`config.mk`:
```
export PLATFORM = sky130hd
export DESIGN_NAME = dff_pipe
export DESIGN_NICKNAME = d
export VERILOG_FILES = /design/src/rtl/dff_pipe_stage.sv /design/src/rtl/dff_pipe.sv
export SDC_FILE = /design/constraint.sdc
export NUM_CORES = 1
export LEC_CHECK = 0
export CELL_PAD_IN_SITES_DETAIL_PLACEMENT = 0
export CELL_PAD_IN_SITES_GLOBAL_PLACEMENT = 1
export CORE_AREA = 4 4 46 48
export CTS_CLUSTER_SIZE = 14
export DETAILED_ROUTE_END_ITERATION = 12
export DIE_AREA = 0 0 50 52
export PLACE_DENSITY_LB_ADDON = 0.12
export SLEW_MARGIN = 40
export SYNTH_ARGS = -nofsm -noshare
export SYNTH_HDL_FRONTEND = slang
export SYNTH_SLANG_ARGS = --single-unit
```
`constraint.sdc`:
```
create_clock -name clk -period 1.5 [get_ports clk]
set_input_delay 0.375 -clock clk [delete_from_list [all_inputs] [get_ports clk]]
set_output_delay 0.375 -clock clk [all_outputs]
set_load 0.005 [all_outputs]
```
`src/rtl/dff_pipe_stage.sv`:
```
// One register stage of the elastic pipeline: a data word plus its valid bit.
// Load wins over advance; flush clears valid but leaves the data word alone.
module dff_pipe_stage #(
  parameter int unsigned WIDTH = 4
) (
  input  logic             clk,
  input  logic             rst_n,
  input  logic             flush,
  input  logic             load,
  input  logic             advance,
  input  logic [WIDTH-1:0] d,
  output logic [WIDTH-1:0] q,
  output logic             valid
);

  always_ff @(posedge clk) begin
    if (!rst_n) begin
      q     <= '0;
      valid <= 1'b0;
    end else if (flush) begin
      valid <= 1'b0;
    end else if (load) begin
      q     <= d;
      valid <= 1'b1;
    end else if (advance) begin
      // Word moved on and nothing replaced it; q is now a don't-care.
      valid <= 1'b0;
    end
  end

endmodule

```
`src/rtl/dff_pipe.sv`:
```
// Elastic WIDTH x DEPTH register pipeline with valid/ready handshake,
// bubble collapsing, synchronous flush and a registered occupancy count.
module dff_pipe #(
  parameter int unsigned WIDTH = 4,
  parameter int unsigned DEPTH = 2
) (
  input  logic                       clk,
  input  logic                       rst_n,
  input  logic                       in_valid,
  output logic                       in_ready,
  input  logic [WIDTH-1:0]           in_data,
  output logic                       out_valid,
  input  logic                       out_ready,
  output logic [WIDTH-1:0]           out_data,
  input  logic                       flush,
  output logic [$clog2(DEPTH+1)-1:0] count
);

  localparam int unsigned CountW = $clog2(DEPTH + 1);

  logic [DEPTH-1:0]            valid;
  logic [DEPTH-1:0]            can_load;
  logic [DEPTH-1:0]            advance;
  logic [DEPTH-1:0]            load;
  logic [DEPTH-1:0]            valid_nxt;
  logic [DEPTH-1:0][WIDTH-1:0] stage_q;
  logic [CountW-1:0]           count_d;
  logic [CountW-1:0]           count_q;

  // The ready chain ripples from the output stage back to the input in one pass.
  always_comb begin
    advance   = '0;
    can_load  = '0;
    load      = '0;
    valid_nxt = '0;
    count_d   = '0;

    advance[DEPTH-1]  = valid[DEPTH-1] & out_ready;
    can_load[DEPTH-1] = ~valid[DEPTH-1] | advance[DEPTH-1];
    for (int i = int'(DEPTH) - 2; i >= 0; i--) begin
      advance[i]  = valid[i] & can_load[i+1];
      can_load[i] = ~valid[i] | advance[i];
    end

    in_ready = can_load[0] & ~flush & rst_n;
    load[0]  = in_valid & in_ready;
    for (int i = 1; i < int'(DEPTH); i++) begin
      load[i] = advance[i-1];
    end

    if (rst_n && !flush) begin
      for (int i = 0; i < int'(DEPTH); i++) begin
        valid_nxt[i] = load[i] | (valid[i] & ~advance[i]);
      end
    end
    for (int i = 0; i < int'(DEPTH); i++) begin
      count_d = count_d + CountW'(valid_nxt[i]);
    end
  end

  for (genvar g = 0; g < DEPTH; g++) begin : g_stage
    logic [WIDTH-1:0] stage_d;
    if (g == 0) begin : g_head
      assign stage_d = in_data;
    end else begin : g_body
      assign stage_d = stage_q[g-1];
    end

    dff_pipe_stage #(
      .WIDTH (WIDTH)
    ) u_stage (
      .clk     (clk),
      .rst_n   (rst_n),
      .flush   (flush),
      .load    (load[g]),
      .advance (advance[g]),
      .d       (stage_d),
      .q       (stage_q[g]),
      .valid   (valid[g])
    );
  end

  always_ff @(posedge clk) begin
    if (!rst_n) begin
      count_q <= '0;
    end else begin
      count_q <= count_d;
    end
  end

  assign count     = count_q;
  assign out_valid = valid[DEPTH-1];
  assign out_data  = stage_q[DEPTH-1];

endmodule

```
## Word-level counts from Yosys, hierarchy flattened

Cells that the tools add are included.

- Output and inout bits: 8
- Word-level logic and storage cells: 35
- Bits in registers: 12

- Bitwise operators: 17
- Multiplexer cells: 5
- Reduce and logical (&&, ||, !) cells: 7
- $add $sub $neg: 1

Operators with widths:

| cell | number |
|---|---|
| 1-bit AND | 7 |
| 1-bit inverter | 6 |
| 1-bit 2-to-1 mux | 4 |
| 1-bit OR | 4 |
| 2-bit AND reduction | 2 |
| 2-bit nonzero test | 2 |
| 1-bit by 1-bit adder with 2-bit output | 1 |
| 2-bit 2-to-1 mux | 1 |
| 2-bit OR reduction | 1 |
| 1-bit logical AND | 1 |
| 1-bit logical NOT | 1 |

## Longest topological paths before layout

- Depth after elaboration: 10
- Gate-level depth with buffers: 5
- Mapped depth without buffers: 5

## By module

From an unflattened synthesis, not the netlist that was laid out.

- Cell total of the unflattened synthesis: 62
- Area, all modules: 555.5 µm²

Modules (own cells, without submodules):

| module | area each (µm²) | times used | cells each | seq. area each (µm²) |
|---|---|---|---|---|
| dff_pipe_stage | 206.4 | 2 | 23 | 100.1 |
| dff_pipe | 142.6 | 1 | 16 | 40.0 |

## Worst setup path before layout

Ideal clock, no wire load.

- Path kind: in2reg
- From: in out_ready
- To: reg count_q[0] (netlist: count[0])
- Arrival time: 1.155 ns
- Setup time: 0.115 ns
- Slack: 0.230 ns
- Required time: 1.385 ns
- Stages: 4
- Cell sequence: nand3b_2 a21oi_1 ha_1 and2_1

- Longest elaborated chain between the ends: 10
- Elaborated cells between the ends (all ways): 15
- Those cells by class: add/sub (1); mux (1); bitwise (13)

RTL lines:

| what | RTL line | text |
|---|---|---|
| from (decl) | dff_pipe.sv:13 | `input logic out_ready,` |
| 1-bit AND * | dff_pipe.sv:38 | `advance[DEPTH-1] = valid[DEPTH-1] & out_ready;` |
| 1-bit OR | dff_pipe.sv:39 | `can_load[DEPTH-1] = ~valid[DEPTH-1] \| advance[DEPTH-1];` |
| 1-bit AND | dff_pipe.sv:41 | `advance[i] = valid[i] & can_load[i+1];` |
| 1-bit OR | dff_pipe.sv:42 | `can_load[i] = ~valid[i] \| advance[i];` |
| 1-bit AND (2 in series) | dff_pipe.sv:45 | `in_ready = can_load[0] & ~flush & rst_n;` |
| 1-bit AND | dff_pipe.sv:46 | `load[0] = in_valid & in_ready;` |
| 1-bit OR | dff_pipe.sv:53 | `valid_nxt[i] = load[i] \| (valid[i] & ~advance[i]);` |
| 2-bit 2-to-1 mux * | dff_pipe.sv:51 | `if (rst_n && !flush) begin` |
| 1-bit by 1-bit adder with 2-bit output * | dff_pipe.sv:57 | `count_d = count_d + CountW'(valid_nxt[i]);` |
| net count_d[0] | dff_pipe.sv:27 | `logic [CountW-1:0] count_d;` |
| to (signal assigned) | dff_pipe.sv:87 | `count_q <= count_d;` |
| to (decl) | dff_pipe.sv:28 | `logic [CountW-1:0] count_q;` |

Mark *: on every way through the listed nets, which the timed path passes. The rest lies on a longest branch.
A chain may end at the register's enable or synchronous reset.

## Worst setup path after layout

- From: reg count_q[0] (netlist: count[0])
- To: out count[0]

RTL lines:

| what | RTL line | text |
|---|---|---|
| to (decl) | dff_pipe.sv:16 | `output logic [$clog2(DEPTH+1)-1:0] count` |

No word-level cell between the ends.

==> impl_metrics.env <==
export IMPL_die_area_um2=2600
export IMPL_crit_path_end="count[0]"
export IMPL_path_depth=1
export IMPL_fmax_ghz=0.692
export IMPL_hold_buffers=0
export IMPL_grt_pass1_wl_mm=1.92
export IMPL_startpoint="count[0]$_SDFF_PN0_"
export IMPL_p_leak_uw=0.000429
export IMPL_crit_type="reg2out"
export IMPL_cts_root_buf="clkbuf_4"
export IMPL_maxCapViolCount=0
export IMPL_stdcell_area_um2=808
export IMPL_reg2regPathDepth=6
export IMPL_crit_path_cell_trace="clkdlybuf4s50_1"
export IMPL_row_count=15
export IMPL_start_kind="flop"
export IMPL_outcome="complete, no violations"
export IMPL_arrival_ns=1.07
export IMPL_grt_ovfl_total=0
export IMPL_pin_count=17
export IMPL_fillers=171
export IMPL_peakVddDrop_v=0.000491
export IMPL_crit_family="buffers and inverters"
export IMPL_fin_cells=107
export IMPL_die_h_um=52
export IMPL_ys_types=18
export IMPL_critPathBufInv=1
export IMPL_worstHoldPathType="reg2reg"
export IMPL_die_x_um=50
export IMPL_pre_cts_ws_ns=-0.581
export IMPL_clk_pin_slew_worst_paths_ns=0.08
export IMPL_dp_cells=103
export IMPL_finalSetupViolCount=0
export IMPL_design_core_area_um2=1710
export IMPL_cpPeakStageDelay_ns=0.49
export IMPL_crit_fanout=1
export IMPL_placed_area_um2=752
export IMPL_skew_ns=0.000821
export IMPL_syn_area_um2=512
export IMPL_r2r_end="count[0]$_SDFF_PN0_"
export IMPL_utilization=0.473
export IMPL_ant_nets=0
export IMPL_synth_seq_area_share=0.469
export IMPL_critPathSlowestCell="clkdlybuf4s50_1"
export IMPL_dp_hpwl_um=870
export IMPL_rsz0062_at_grt="false"
export IMPL_route_detailed_drc=0
export IMPL_r2r_start="g_stage[1].u_stage.valid$_SDFFE_PP0P_"
export IMPL_avgSynthCellArea_um2=9.30
export IMPL_htreeDepth=1
export IMPL_synth_cells=55
export IMPL_grt_max_degree=12
export IMPL_worst_pin_slew_ns=0.148
export IMPL_antenna_found_initial=0
export IMPL_finalCriticalPeriod_ns=1.44
export IMPL_fin_nets=93
export IMPL_ys_seq_elements=12
export IMPL_gp_congestion=0.708
export IMPL_cp_data_required_time_ns=1.12
export IMPL_finalHoldViolCount=0
export IMPL_drt_iter0_drc=7
export IMPL_cts_buffer_depth=2
export IMPL_final_layout_size_suffix_gt1_frac=0.305
export IMPL_cts_tree="done"
export IMPL_yosysWarnings=0
export IMPL_cellPowerDensity_nw_per_um2=822
export IMPL_start_util=0.300
export IMPL_r2r_slack_ns=0.19
export IMPL_via_per_inst=4.37
export IMPL_clock_sinks=12
export IMPL_fin_crit_sh=0.963
export IMPL_routed_wl_mm=1.13
export IMPL_wl_per_cell_um=10.5
export IMPL_end_kind="output pin"
export IMPL_syn_nets=65
export IMPL_vias=468
export IMPL_max_slew_margin=0.900
export IMPL_clock_latency_ns=0.27
export IMPL_port_buffers=16
export IMPL_grt_pass1_vias=474
export IMPL_drt_pass1_iterations=4
export IMPL_slew_violations=0
export IMPL_setup_slack_ns=0.0554
export IMPL_n_antenna_cell=0
export IMPL_track_usage=0.0993
export IMPL_cts_made_buffers=3
export IMPL_area_growth_pct=57.9
## worst reg2reg max path, cell delays in order (launching register included)
cell	delay [ns]
dfxtp_1	0.31
and2b_1	0.17
buf_4	0.15
nor2_1	0.12
nor2_1	0.06
ha_1	0.26
and2_1	0.15
## cells in the final DEF, fill, tap and decap left out, drive strengths merged
cell           netlist  final
dfxtp               12     12
and3b                1      1
dlygate4sd2          0      3
nor2                 3      3
clkbuf               0      4
dlymetal6s2s         0      6
and2b                2      2
a21oi                3      3
o21ai                8      8
inv                  1      1
nand2b               3      3
a21boi               4      4
clkdlybuf4s50        0      6
nand3b               1      1
and2                 3      3
buf                  1      9
nand2                4      4
nand3                8      8
ha                   1      1
## metrics by stage
step | total power [uW] | TNS (ns) | hold WS, ns
floorplan | 371 | 0 | 0.440
global placement | 414 | -1.89 | 0.457
detailed placement | 414 | -1.83 | 0.460
CTS | 675 | -0.0678 | 0.474
global route | 697 | 0 | 0.493
finish | 664 | 0 | 0.470
## how the worst min path moves through the flow
stage                                                    start                              endpoint  slack, ns  cells past startpoint
after global routing      g_stage[0].u_stage.q[0]$_SDFFE_PN0P_  g_stage[0].u_stage.q[0]$_SDFFE_PN0P_       0.49                      2
final                     g_stage[0].u_stage.q[3]$_SDFFE_PN0P_  g_stage[1].u_stage.q[3]$_SDFFE_PN0P_       0.47                      2
after floorplan           g_stage[0].u_stage.q[0]$_SDFFE_PN0P_  g_stage[0].u_stage.q[0]$_SDFFE_PN0P_       0.44                      2
after global placement    g_stage[0].u_stage.q[3]$_SDFFE_PN0P_  g_stage[0].u_stage.q[3]$_SDFFE_PN0P_       0.46                      2
after detailed placement  g_stage[0].u_stage.q[3]$_SDFFE_PN0P_  g_stage[0].u_stage.q[3]$_SDFFE_PN0P_       0.46                      2
after CTS                 g_stage[0].u_stage.q[3]$_SDFFE_PN0P_  g_stage[0].u_stage.q[3]$_SDFFE_PN0P_       0.47                      2
## layout make-up
class / count / area (um^2) / area share
Multi-Input combinational cell: 41 / 268 / 0.331
Inverter: 1 / 3.75 / 0.00464
Tap cell: 25 / 31.3 / 0.0387
Timing Repair Buffer: 24 / 226 / 0.280
Clock buffer: 4 / 36.3 / 0.0449
Sequential cell: 12 / 243 / 0.300
## cells in the mapped netlist
library cell / number / share of area
dfxtp_1: 12 / 0.47
nand3_1: 8 / 0.078
a21boi_1: 4 / 0.059
nand2_1: 4 / 0.029
o21ai_0: 4 / 0.039
o21ai_2: 4 / 0.068
a21oi_1: 3 / 0.029
nand2b_1: 3 / 0.037
nor2_1: 3 / 0.022
and2_1: 2 / 0.024
and2_4: 1 / 0.017
and2b_1: 1 / 0.015
and2b_2: 1 / 0.017
and3b_2: 1 / 0.020
buf_6: 1 / 0.022
ha_1: 1 / 0.024
inv_1: 1 / 0.0073
nand3b_2: 1 / 0.022
## what timing repair did
item,4_1_cts,5_1_grt
gates resized for setup,7,10
pin swaps,1,0
setup buffers,0,0
setup endpoints to repair,5,6
hold endpoints to repair,0,0
## where the power goes
group	leakage (uW)	switching, uW	internal (uW)
Sequential	0.0000986	4.64	328
Clock	0.0000210	111	147
Combinational	0.000310	28.0	45.3
## routing by layer
metal / share of wire / track usage / up-vias / wire length, um
met3: 0.032 / 0.0258 / 2 / 36
met2: 0.50 / 0.163 / 8 / 560
met5: 0 / 0 / - / 0
met4: 0.019 / 0.0691 / 0 / 21
met1: 0.45 / 0.112 / 212 / 506
li1: - / - / 246 / -
## flip-flops by register name (all words and copies together) (netlist names)
name / count
g_stage.u_stage.q: 8
count: 2
g_stage.u_stage.valid: 2
## kinds of logic (layout without fill, tap and decap cells)
family	count (synthesis)	count (layout)	share of synthesized area
flops	12	12	0.469
simple gates	25	25	0.281
compound gates	15	15	0.196
buf+inv	2	29	0.0293
fa+ha+maj	1	1	0.0244
Note: power is estimated with default switching activity, not from simulation.
